$ cat src/rtl/spike_delay_line_pkg.sv
// Shared constants and types for the spike delay line.
// Build option: define SPIKE_DELAY_COUNT_EN to include the output-spike counter.
package snn_delay_pkg;

    localparam int NUM_CH    = 8;
    localparam int DELAY_W   = 3;
    localparam int MAX_DELAY = (1 << DELAY_W) - 1;

    typedef logic [DELAY_W-1:0] delay_t;
    typedef logic [NUM_CH-1:0]  spike_vec_t;

endpackage

$ cat src/rtl/spike_delay_line_if.sv
// Step, configuration and output signals of the spike delay line.
// master drives steps/config; slave is the delay line itself.
interface spike_delay_line_if
    import snn_delay_pkg::*;
#(
    parameter int NUM_CH  = snn_delay_pkg::NUM_CH,
    parameter int DELAY_W = snn_delay_pkg::DELAY_W
);
    localparam int ADDR_W = (NUM_CH > 1) ? $clog2(NUM_CH) : 1;

    logic               step_en;
    logic [NUM_CH-1:0]  spikes_in;
    logic               cfg_wr;
    logic [ADDR_W-1:0]  cfg_addr;
    logic [DELAY_W-1:0] cfg_delay;
    logic               flush;
    logic [NUM_CH-1:0]  spikes_out;
    logic               out_valid;
    logic [15:0]        spike_count;

    modport master (
        output step_en, spikes_in, cfg_wr, cfg_addr, cfg_delay, flush,
        input  spikes_out, out_valid, spike_count
    );

    modport slave (
        input  step_en, spikes_in, cfg_wr, cfg_addr, cfg_delay, flush,
        output spikes_out, out_valid, spike_count
    );

endinterface

$ cat src/rtl/spike_delay_line_channel.sv
// One delay channel: spike history shift register, delay register and tap mux.
// Build option: SPIKE_DELAY_COUNT_EN exposes the next-output tap for counting.
module spike_delay_channel
    import snn_delay_pkg::*;
#(
    parameter int DELAY_W = snn_delay_pkg::DELAY_W
) (
    input  logic               clk,
    input  logic               reset,
    input  logic               step_en,
    input  logic               flush,
    input  logic               spike_in,
    input  logic               cfg_we,
    input  logic [DELAY_W-1:0] cfg_delay,
    output logic               spike_out
`ifdef SPIKE_DELAY_COUNT_EN
    ,
    output logic               spike_tap
`endif
);
    localparam int HIST_W = (1 << DELAY_W) - 1;

    logic [HIST_W-1:0]  hist_reg;
    logic [DELAY_W-1:0] delay_reg;
    logic               spike_out_reg;
    // taps[0] is the live input, taps[k] the input k steps ago.
    logic [HIST_W:0]    taps;

    assign taps      = {hist_reg, spike_in};
    assign spike_out = spike_out_reg;
`ifdef SPIKE_DELAY_COUNT_EN
    assign spike_tap = taps[delay_reg];
`endif

    // Delay write, history shift and output load; a step coinciding with a
    // delay write still selects its tap with the old delay.
    always_ff @(posedge clk or posedge reset) begin
        if (reset) begin
            hist_reg      <= '0;
            delay_reg     <= '0;
            spike_out_reg <= 1'b0;
        end else begin
            if (cfg_we) begin
                delay_reg <= cfg_delay;
            end
            if (flush) begin
                hist_reg      <= '0;
                spike_out_reg <= 1'b0;
            end else if (step_en) begin
                hist_reg      <= taps[HIST_W-1:0];
                spike_out_reg <= taps[delay_reg];
            end
        end
    end

endmodule

$ cat src/rtl/spike_delay_line.sv
// Per-channel programmable spike delay line feeding an SNN neuron layer.
// Build option: SPIKE_DELAY_COUNT_EN builds a saturating output-spike counter;
// without it spike_count is tied to zero.
module spike_delay_line
    import snn_delay_pkg::*;
#(
    parameter int NUM_CH  = snn_delay_pkg::NUM_CH,
    parameter int DELAY_W = snn_delay_pkg::DELAY_W
) (
    input  logic              clk,
    input  logic              reset,
    spike_delay_line_if.slave bus
);
    localparam int ADDR_W = (NUM_CH > 1) ? $clog2(NUM_CH) : 1;

    logic [NUM_CH-1:0] out_vec;
    logic              out_valid_reg;
    logic              step_fire;

    // A flush swallows a coincident step.
    assign step_fire = bus.step_en & ~bus.flush;

`ifdef SPIKE_DELAY_COUNT_EN
    logic [NUM_CH-1:0] tap_vec;
`endif

    for (genvar gi = 0; gi < NUM_CH; gi++) begin : g_ch
        spike_delay_channel #(
            .DELAY_W (DELAY_W)
        ) u_ch (
            .clk       (clk),
            .reset     (reset),
            .step_en   (bus.step_en),
            .flush     (bus.flush),
            .spike_in  (bus.spikes_in[gi]),
            .cfg_we    (bus.cfg_wr && (bus.cfg_addr == ADDR_W'(gi))),
            .cfg_delay (bus.cfg_delay),
            .spike_out (out_vec[gi])
`ifdef SPIKE_DELAY_COUNT_EN
            ,
            .spike_tap (tap_vec[gi])
`endif
        );
    end

    // out_valid pulses for the cycle after each accepted step.
    always_ff @(posedge clk or posedge reset) begin
        if (reset) begin
            out_valid_reg <= 1'b0;
        end else begin
            out_valid_reg <= step_fire;
        end
    end

    assign bus.spikes_out = out_vec;
    assign bus.out_valid  = out_valid_reg;

`ifdef SPIKE_DELAY_COUNT_EN
    logic [15:0] count_reg;
    logic [16:0] count_next;

    // Running total plus the spikes about to be emitted on this step.
    always_comb begin
        count_next = {1'b0, count_reg};
        for (int i = 0; i < NUM_CH; i++) begin
            count_next = count_next + 17'(tap_vec[i]);
        end
    end

    // Saturating counter, cleared only by reset.
    always_ff @(posedge clk or posedge reset) begin
        if (reset) begin
            count_reg <= '0;
        end else if (step_fire) begin
            count_reg <= count_next[16] ? 16'hFFFF : count_next[15:0];
        end
    end

    assign bus.spike_count = count_reg;
`else
    assign bus.spike_count = '0;
`endif

endmodule
$ cat src/flat_wrapper.sv
// flat-port wrapper written by rule: the top's interface ports become plain ports
module spike_delay_line_flat import snn_delay_pkg::*;
#(
    parameter int NUM_CH  = snn_delay_pkg::NUM_CH,
    parameter int DELAY_W = snn_delay_pkg::DELAY_W
)
  (clk, reset, bus_step_en, bus_spikes_in, bus_cfg_wr, bus_cfg_addr, bus_cfg_delay, bus_flush, bus_spikes_out, bus_out_valid, bus_spike_count);
  spike_delay_line_if #(.NUM_CH(NUM_CH), .DELAY_W(DELAY_W)) bus_i ();
  input  logic clk;
  input  logic reset;
  input wire logic [$bits(bus_i.step_en)-1:0] bus_step_en;
  input wire logic [$bits(bus_i.spikes_in)-1:0] bus_spikes_in;
  input wire logic [$bits(bus_i.cfg_wr)-1:0] bus_cfg_wr;
  input wire logic [$bits(bus_i.cfg_addr)-1:0] bus_cfg_addr;
  input wire logic [$bits(bus_i.cfg_delay)-1:0] bus_cfg_delay;
  input wire logic [$bits(bus_i.flush)-1:0] bus_flush;
  output wire logic [$bits(bus_i.spikes_out)-1:0] bus_spikes_out;
  output wire logic [$bits(bus_i.out_valid)-1:0] bus_out_valid;
  output wire logic [$bits(bus_i.spike_count)-1:0] bus_spike_count;
  assign bus_i.step_en = bus_step_en;
  assign bus_i.spikes_in = bus_spikes_in;
  assign bus_i.cfg_wr = bus_cfg_wr;
  assign bus_i.cfg_addr = bus_cfg_addr;
  assign bus_i.cfg_delay = bus_cfg_delay;
  assign bus_i.flush = bus_flush;
  assign bus_spikes_out = bus_i.spikes_out;
  assign bus_out_valid = bus_i.out_valid;
  assign bus_spike_count = bus_i.spike_count;
  spike_delay_line #(.NUM_CH(NUM_CH), .DELAY_W(DELAY_W)) u_core (.clk(clk), .reset(reset), .bus(bus_i));
endmodule
$ cat config.mk
export PLATFORM = sky130hd
export DESIGN_NAME = spike_delay_line_flat
export DESIGN_NICKNAME = d
export VERILOG_FILES = /design/src/rtl/spike_delay_line_pkg.sv /design/src/rtl/spike_delay_line_if.sv /design/src/rtl/spike_delay_line_channel.sv /design/src/rtl/spike_delay_line.sv /design/src/flat_wrapper.sv
export SDC_FILE = /design/constraint.sdc
export NUM_CORES = 1
export LEC_CHECK = 0
export BUFFER_PORTS_ARGS = -buffer_cell sky130_fd_sc_hd__buf_4
export CAP_MARGIN = 20
export CORE_MARGIN = 3
export CORE_UTILIZATION = 63
export DETAILED_ROUTE_END_ITERATION = 7
export HOLD_SLACK_MARGIN = 0.08
export PLACE_DENSITY = 0.86
export RECOVER_POWER = 100
export SKIP_CTS_REPAIR_TIMING = 1
export SYNTH_ARGS = -nofsm -noshare
export SYNTH_HDL_FRONTEND = slang
export SYNTH_SLANG_ARGS = --single-unit
$ cat constraint.sdc
create_clock -name clk -period 5.18 [get_ports clk]
set_input_delay 0.259 -clock clk [delete_from_list [all_inputs] [get_ports clk]]
set_output_delay 0.259 -clock clk [all_outputs]
set_load 0.01 [all_outputs]
* Word-level counts from Yosys, hierarchy flattened
Index checks and enable logic that the tools add are counted.
** Cells by class
- Bitwise operators :: 2
- Reduce and logical (&&, ||, !) cells :: 10
- Order comparisons :: 8
- Equal/unequal tests :: 7
- Mux-type cells :: 48
** Operator list (count)
- $mux 7 :: 16
- $lt 3x4->1 const B :: 8
- $bmux 1 s3 :: 8
- $mux 1 :: 24
- $eq 3x3->1 const B :: 4
- $logic_and 1x1->1 :: 8
- $eq 3x2->1 const B :: 2
- $eq 3x1->1 const B :: 1
- $logic_not 3->1 :: 1
- $reduce_bool 2->1 :: 1
- $and 1x1->1 :: 1
- $not 1->1 :: 1
** Word-level totals
- Input bits :: 19
- Flip-flop bits (word level) :: 89
- Output and inout bits :: 25

* Depth between registers and ports, before layout
Gate-level depths: netlist (run 1).
- Depth in word-level cells :: 4
- Mapped depth :: 4
- Gate-level depth less buffers :: 3

* Hierarchy
A second synthesis (run 1) with hierarchy kept.
** Second synthesis, totals
- Cell total of the unflattened synthesis :: 356
- Area total of the unflattened synthesis :: 4279.1 µm²
** Modules (own cells, without submodules)
- spike_delay_channel :: area an instance 503.0 µm², times used 8, cells an instance 41, sequential area each 275.3 µm²
- spike_delay_line :: area an instance 255.2 µm², times used 1, cells an instance 28, sequential area each 25.0 µm²

* Worst setup path after synthesis (run 1)
OpenSTA, ideal clock, no wires.
- Path type :: register -> register
- From :: register u_core.g_ch[4].u_ch.delay_reg[0]
- To :: register u_core.g_ch[4].u_ch.spike_out_reg
- Path slack :: 3.762 ns
- Arrival :: 1.296 ns
- Data required time :: 5.058 ns
- Library setup time :: 0.122 ns
- Path buffers :: 0
- Cell stages (with the launch flop) :: 4
- Clock period less this slack :: 1.418 ns
- Path through :: dfrtp_1 mux4_2 or2_0 a32o_1
** Between the ends
- Longest elaborated chain between the ends :: 4
** Ends and longest elaborated chain
- start: declaration :: RTL line spike_delay_line_channel.sv:24 : logic [DELAY_W-1:0] delay_reg;
- start signal: assignment :: RTL line spike_delay_line_channel.sv:44 : delay_reg <= cfg_delay;
- $bmux 1 s3 :: RTL line spike_delay_line_channel.sv:51 : spike_out_reg <= taps[delay_reg];
- $mux 1 (implied by the code) :: RTL line spike_delay_line_channel.sv:51
- $mux 1 :: RTL line spike_delay_line_channel.sv:49 : end else if (step_en) begin
- $mux 1 :: RTL line spike_delay_line_channel.sv:46 : if (flush) begin
- end signal: assignment :: RTL line spike_delay_line_channel.sv:51
- end: declaration :: RTL line spike_delay_line_channel.sv:25 : logic spike_out_reg;
No other way between the ends. The select of a mux whose other input is x is not followed.
A chain may end at the register's enable or synchronous reset.

==> results.py, run 1 <==
metrics = {
    "grt": {
        "grt_pass1_wl_um": 12610,
        "grt_usage_pct": 21.60,
        "grt_remaining_overflow": 0,
        "grt_max_degree": 90,
        "grt_pass1_vias": 2586,
        "antenna_found_initial": 0,
    },
    "synthesis": {
        "yosys_warnings": 0,
        "synth_cells": 333,
        "synth-edff-count": 0,
        "netlist_area_mm2": 0.004174,
        "ys_top_cells_by_area": "dfrtp_1 53%, mux2i_1 17%, mux2_2 6.5%",
        "ys_ff_latch": 89,
        "synth_seq_area_share_pct": 53.36,
        "synth_cell_types": 21,
        "synth_top_area_share_pct": 53.36,
        "syn_avg_cell_area_um2": 12.53,
        "synth_ff_type": "dfrtp_1",
        "yosys.area.top_type": "dfrtp_1",
        "synth_async_sr_flop_share_pct": 100.0,
    },
    "clock_network": {
        "clock_latency_ns": 0.36,
        "cts_tree": "built",
        "clockRootBuffer": "clkbuf_8",
        "cts-htree-levels": 3,
        "clockBufferDepth": 2,
        "clkTransAtPathRegs_ns": 0.08,
        "cts_sinks": 89,
        "cts_buffers": 9,
    },
    "timing": {
        "worst_pin_slew_ns": 1.068,
        "finalHoldViolCount": 0,
        "fin_crit_ns": 1.685,
        "timing.fmax_mhz": 593.5,
        "finClkSkew_ns": 0.01159,
        "setup_viol": 0,
        "slew_headroom_pct": 28.83,
        "setup_tns_ns": 0,
        "slew_viol_final": 0,
        "post-route-period-util_pct": 32.53,
        "rsz0062_at_grt": "no",
    },
    "pwr": {
        "peakVddDrop_v": 0.0002318,
        "p_leak_uw": 0.002164,
        "p_int_uw": 1129,
        "p_per_area_mw_per_mm2": 335.8,
        "p_comb_share_pct": 13.5,
        "p_total_uw": 1512,
        "power_switching_uw": 382.5,
        "power.share.sequential_pct": 54.1,
        "swShare_pct": 25.30,
        "power_frac_clock_pct": 32.4,
    },
    "critical_path": {
        "required_ns": 5.69,
        "r2r_cells": 3,
        "crit_start": "reset",
        "critPathCaptureType": "asynchronous set/reset pin",
        "worst-path-stages": 5,
        "worst-path-max-fanout": 72,
        "crit_chain": "dlygate4sd3_1, clkbuf_4, clkinvlp_2, clkbuf_1, buf_16",
        "r2r_end": "u_core.g_ch[5].u_ch.spike_out$_DFFE_PP0P_",
        "critical_path_class": "in2async",
        "reg2reg_slack_ns": 3.65,
        "cp_top_family": "buffers and inverters",
        "cpPeakStageDelay_ns": 0.79,
        "cp-endpoint": "u_core.g_ch[7].u_ch.hist_reg[0]$_DFFE_PP0P_",
        "r2r-start": "u_core.g_ch[5].u_ch.delay_reg[0]$_DFFE_PP0P_",
        "crit_buf_inv": 5,
        "cp.arrival_ns": 2.19,
        "slowest_stage": "clkbuf_1",
        "startpoint_type": "input pin",
    },
    "outcome": {
        "status": "finished clean",
    },
    "placement": {
        "portBuffers": 27,
        "hpwl_um": 4711,
        "routabilityCongestion": 0.7419,
    },
    "finish": {
        "nFillCells": 471,
        "layout_commonest_cell": "dfrtp_1",
        "largest_reg_flops": 56,
        "antenna_cells": 0,
        "num-nets-final": 371,
        "drive_gt1_share_pct": 17.37,
        "finish.utilization_pct": 70.49,
        "mostFrequentLayoutCells": "89 x dfrtp_1, 72 x mux2i_1, 57 x nor2_1",
        "syn2layout_area_growth_pct": 7.854,
    },
    "routing": {
        "drt_iter0_markers": 187,
        "drc": 0,
        "wirelength_um": 7569,
        "dr.pass1.iters": 5,
        "vias": 2581,
        "viasPerCell": 5.947,
        "routedWlPerCell_um": 17.44,
        "ant_nets": 0,
    },
    "die": {
        "fp.dieH_um": 87.40,
        "die_w_um": 87.40,
        "io_pins": 44,
        "die_area_mm2": 0.007638,
        "core-area_mm2": 0.006386,
        "initial_core_util_pct": 65.36,
        "rows": 29,
    },
    "flow_run": {
        "cap_violations": 0,
    },
    "worst_hold_path": {
        "hold_class": "in2reg",
    },
}
[cell usage after synthesis (3+ instances only)]
cell,count
a31oi_1,8
a32o_1,8
buf_2,6
buf_4,24
clkbuf_1,6
dfrtp_1,89
mux2_2,24
mux2i_1,72
mux4_2,8
nand3b_1,8
nand4b_1,3
nor2_1,57
or2_0,8
[routing by layer]
layer  vias to the layer above  global-route usage (%)  wire, um
met4                         0                   6.834       146
met5                         -                       0         0
met3                        16                   6.623       392
met1                      1320                   29.05      3179
li1                       1182                       -         -
met2                        63                   33.77      3851
[tightest hold or removal path: stages]
cell	delay [ns]
buf_4	0.08
mux2i_1	0.05
nor2_1	0.08
[through the flow]
step	hold WS, ns	area, um2	setup slack, ns	std cells
after floorplan	0.4094	4230	2.614	348
after detailed placement	0.4969	4302	3.170	416
after global routing	0.1437	4502	3.317	434
after CTS	0.1477	4509	3.538	432
final	0.1577	4502	3.495	434
after global placement	0.4905	4302	3.260	416
[power by group through the flow]
stage | clock, uW | sequential (uW) | combinational (uW)
after floorplan | 0 | 811 | 180
after global placement | 0 | 826 | 201
after detailed placement | 0 | 830 | 210
after CTS | 499 | 817 | 211
after global routing | 531 | 827 | 224
final | 490 | 818 | 204
[cell type report]
| type | count | area [um2] | area share [%] |
|---|---|---|---|
| Sequential cell | 89 | 2227 | 49.47 |
| Clock inverter | 2 | 35.03 | 0.7782 |
| Tap cell | 77 | 96.34 | 2.140 |
| Inverter | 2 | 8.758 | 0.1946 |
| Clock buffer | 14 | 172.7 | 3.835 |
| Timing Repair Buffer | 30 | 202.7 | 4.502 |
| Multi-Input combinational cell | 220 | 1759 | 39.08 |
[cell families after synthesis]
kind of cell           after synthesis  synth area share (%)
flip-flops                          89                 53.36
AO/OA/AOI/OAI                       16                 3.118
multiplexers                       104                 28.06
other                                1               0.08984
AND/OR/NAND/NOR                     84                 9.533
buffers and inverters               39                 5.845
[worst min path at each step]
stage	end	from	slack, ns	depth (start not counted)
after floorplan	u_core.g_ch[3].u_ch.delay_reg[0]$_DFFE_PP0P_	bus_cfg_delay[0]	0.41	1
after global placement	u_core.g_ch[3].u_ch.spike_out$_DFFE_PP0P_	u_core.g_ch[3].u_ch.spike_out$_DFFE_PP0P_	0.49	1
after detailed placement	u_core.g_ch[3].u_ch.spike_out$_DFFE_PP0P_	u_core.g_ch[3].u_ch.spike_out$_DFFE_PP0P_	0.50	1
after CTS	u_core.g_ch[4].u_ch.hist_reg[0]$_DFFE_PP0P_	bus_spikes_in[4]	0.15	3
after global routing	u_core.g_ch[2].u_ch.hist_reg[0]$_DFFE_PP0P_	bus_spikes_in[2]	0.14	3
final	u_core.g_ch[2].u_ch.hist_reg[0]$_DFFE_PP0P_	bus_spikes_in[2]	0.16	3
No activity file was read; power rests on OpenSTA's default activity.
==> run 2: changes to the inputs <==
--- a/config.mk
+++ b/config.mk
@@ -8,10 +8,10 @@
 export BUFFER_PORTS_ARGS = -buffer_cell sky130_fd_sc_hd__buf_4
 export CAP_MARGIN = 20
 export CORE_MARGIN = 3
-export CORE_UTILIZATION = 63
+export CORE_UTILIZATION = 53
 export DETAILED_ROUTE_END_ITERATION = 7
 export HOLD_SLACK_MARGIN = 0.08
-export PLACE_DENSITY = 0.86
+export PLACE_DENSITY = 0.77
 export RECOVER_POWER = 100
 export SKIP_CTS_REPAIR_TIMING = 1
 export SYNTH_ARGS = -nofsm -noshare
==> constraint.sdc (replaced) <==
create_clock -name clk -period 1.4 [get_ports clk]
set_input_delay 0.07 -clock clk [delete_from_list [all_inputs] [get_ports clk]]
set_output_delay 0.07 -clock clk [all_outputs]
set_load 0.01 [all_outputs]
==> run 2 against run 1 <==
The run now ends with negative setup slack left; die area rose by 18%; clock skew down 0.00089 ns; highest routed layer unchanged; first-iteration DRC count shrank 29%; worst setup slack got worse by 3.6 ns; register-to-register slack got worse by 3.7 ns; power rose to 3.9 times the previous value; largest power group unchanged; non-clock buffer count grew 35; flip-flop and latch count unchanged; via count rose by 0.97%; cell area rose by 7.0%.
==> results.py, run 2 (synthesis gave the netlist of run 1 again) <==
metrics = {
    "timing": {
        "fin_crit_ns": 1.474,
        "setup_viol": 3,
        "finClkSkew_ns": 0.01070,
        "slew_viol_final": 0,
        "setup_ws_ns": -0.07412,
        "slew_headroom_pct": 47.22,
        "finalHoldViolCount": 0,
        "worst_pin_slew_ns": 0.7917,
        "timing.fmax_mhz": 678.4,
        "rsz0062_at_grt": "yes",
        "whs_ns": 0.1993,
        "post-route-period-util_pct": 105.3,
    },
    "flow_run": {
        "cap_violations": 0,
    },
    "clock_network": {
        "cts-htree-levels": 3,
        "cts_sinks": 89,
        "clockBufferDepth": 2,
        "cts_buffers": 9,
        "clockRootBuffer": "clkbuf_8",
        "clkTransAtPathRegs_ns": 0.08,
        "cts_tree": "built",
        "clock_latency_ns": 0.35,
    },
    "placement": {
        "portBuffers": 27,
        "hpwl_um": 4969,
        "dp_cells": 461,
        "dpl_cell_area_mm2": 0.004529,
        "routabilityCongestion": 0.7965,
    },
    "critical_path": {
        "r2r_cells": 3,
        "cp.arrival_ns": 1.71,
        "startpoint_type": "flop",
        "required_ns": 1.64,
        "r2r_end": "u_core.g_ch[5].u_ch.spike_out$_DFFE_PP0P_",
        "critPathCaptureType": "flop",
        "critical_path_class": "reg2reg",
        "worst-path-max-fanout": 2,
        "reg2reg_slack_ns": -0.07,
        "r2r-start": "u_core.g_ch[5].u_ch.delay_reg[0]$_DFFE_PP0P_",
    },
    "routing": {
        "drt_iter0_markers": 133,
        "wirelength_um": 7718,
        "ant_nets": 0,
        "routedWlPerCell_um": 15.72,
        "dr.pass1.iters": 4,
        "vias": 2606,
        "drc": 0,
        "viasPerCell": 5.308,
    },
    "worst_hold_path": {
        "hold_class": "in2reg",
        "hold-path-cell-count": 3,
        "min-delay-start": "bus_cfg_addr[0]",
        "hold_end": "u_core.g_ch[2].u_ch.delay_reg[0]$_DFFE_PP0P_",
    },
    "grt": {
        "grt_usage_pct": 18.14,
        "grt_max_degree": 90,
        "antenna_found_initial": 0,
        "grt_pass1_wl_um": 12520,
        "grt_pass1_vias": 2542,
        "grt_remaining_overflow": 0,
    },
    "finish": {
        "mostFrequentLayoutCells": "89 x dfrtp_1, 72 x mux2i_1, 57 x nor2_1",
        "layout_commonest_cell": "dfrtp_1",
        "syn2layout_area_growth_pct": 15.44,
        "post-route-cell-area_mm2": 0.004818,
        "stdcell_count": 491,
        "drive_gt1_share_pct": 21.68,
        "num-nets-final": 406,
        "largest_reg_flops": 56,
        "antenna_cells": 0,
    },
    "die": {
        "die_area_mm2": 0.008977,
        "die_w_um": 94.75,
        "initial_core_util_pct": 56.05,
        "rows": 31,
        "io_pins": 44,
        "fp.dieH_um": 94.75,
        "core-area_mm2": 0.007447,
    },
    "outcome": {
        "status": "complete, but fails checks",
        "violations": "negative setup slack",
    },
    "pwr": {
        "p_leak_uw": 0.002319,
        "p_total_uw": 5833,
        "p_per_area_mw_per_mm2": 1211,
        "peakVddDrop_v": 0.0007394,
    },
}
-- run 2: cell count changes in the layout (fill, tap and decap cells not counted), sizes merged --
cell         delta
clkbuf         +11
dlygate4sd3    +11
buf            +10
bufinv          +1
clkinv          +1
clkinvlp        +1
-- run 2: through the flow --
stage,setup TNS [ns],util [%],worst slack [ns]
after floorplan,-0.05100,-,-0.01793
after global placement,-0.0002990,60.82,-0.0002990
after detailed placement,-0.06101,60.82,-0.04617
after CTS,-0.1039,63.89,-0.05802
after global routing,-0.4744,64.70,-0.1426
final,-0.08808,64.70,-0.07412
-- run 2: critical path, stage by stage, from the launching register on --
cell	delay, ns
dfrtp_1	0.38
mux4_2	0.50
or2_0	0.23
a32o_2	0.26
-- run 2: routing by layer --
metal | share of wire [%] | routed length (um) | GRT usage (%)
met1 | 48 | 3692 | 25.34
met2 | 48 | 3696 | 28.36
met3 | 3.7 | 289 | 5.418
met4 | 0.51 | 39 | 3.606
met5 | 0 | 0 | 0
-- run 2: worst max path at each step --
stage	start	to	slack (ns)	cells after the start
5_1_grt	u_core.g_ch[5].u_ch.delay_reg[0]$_DFFE_PP0P_	u_core.g_ch[5].u_ch.spike_out$_DFFE_PP0P_	-0.14	3
3_5_place_dp	u_core.g_ch[7].u_ch.delay_reg[1]$_DFFE_PP0P_	u_core.g_ch[7].u_ch.spike_out$_DFFE_PP0P_	-0.05	3
4_1_cts	u_core.g_ch[7].u_ch.delay_reg[1]$_DFFE_PP0P_	u_core.g_ch[7].u_ch.spike_out$_DFFE_PP0P_	-0.06	3
6_report	u_core.g_ch[5].u_ch.delay_reg[0]$_DFFE_PP0P_	u_core.g_ch[5].u_ch.spike_out$_DFFE_PP0P_	-0.07	3
3_3_place_gp	u_core.g_ch[7].u_ch.delay_reg[1]$_DFFE_PP0P_	u_core.g_ch[7].u_ch.spike_out$_DFFE_PP0P_	-0.0003	3
2_1_floorplan	u_core.g_ch[4].u_ch.delay_reg[0]$_DFFE_PP0P_	u_core.g_ch[4].u_ch.spike_out$_DFFE_PP0P_	-0.02	3
-- run 2: cell type report --
cell class	count	area, um2
clock inverters	5	77.57
well taps	99	123.9
flip-flops and latches	89	2227
multi-input cells	220	1760
repair buffers	65	466.7
fillers	593	2629
inverters	2	11.26
clock buffers	11	151.4
-- run 2: power by group --
group,leakage (uW),switching (uW),internal [uW]
clock,0.000115,862,1100
combinational,0.00102,388,506
sequential,0.00118,200,2780
total,0.00232,1450,4380
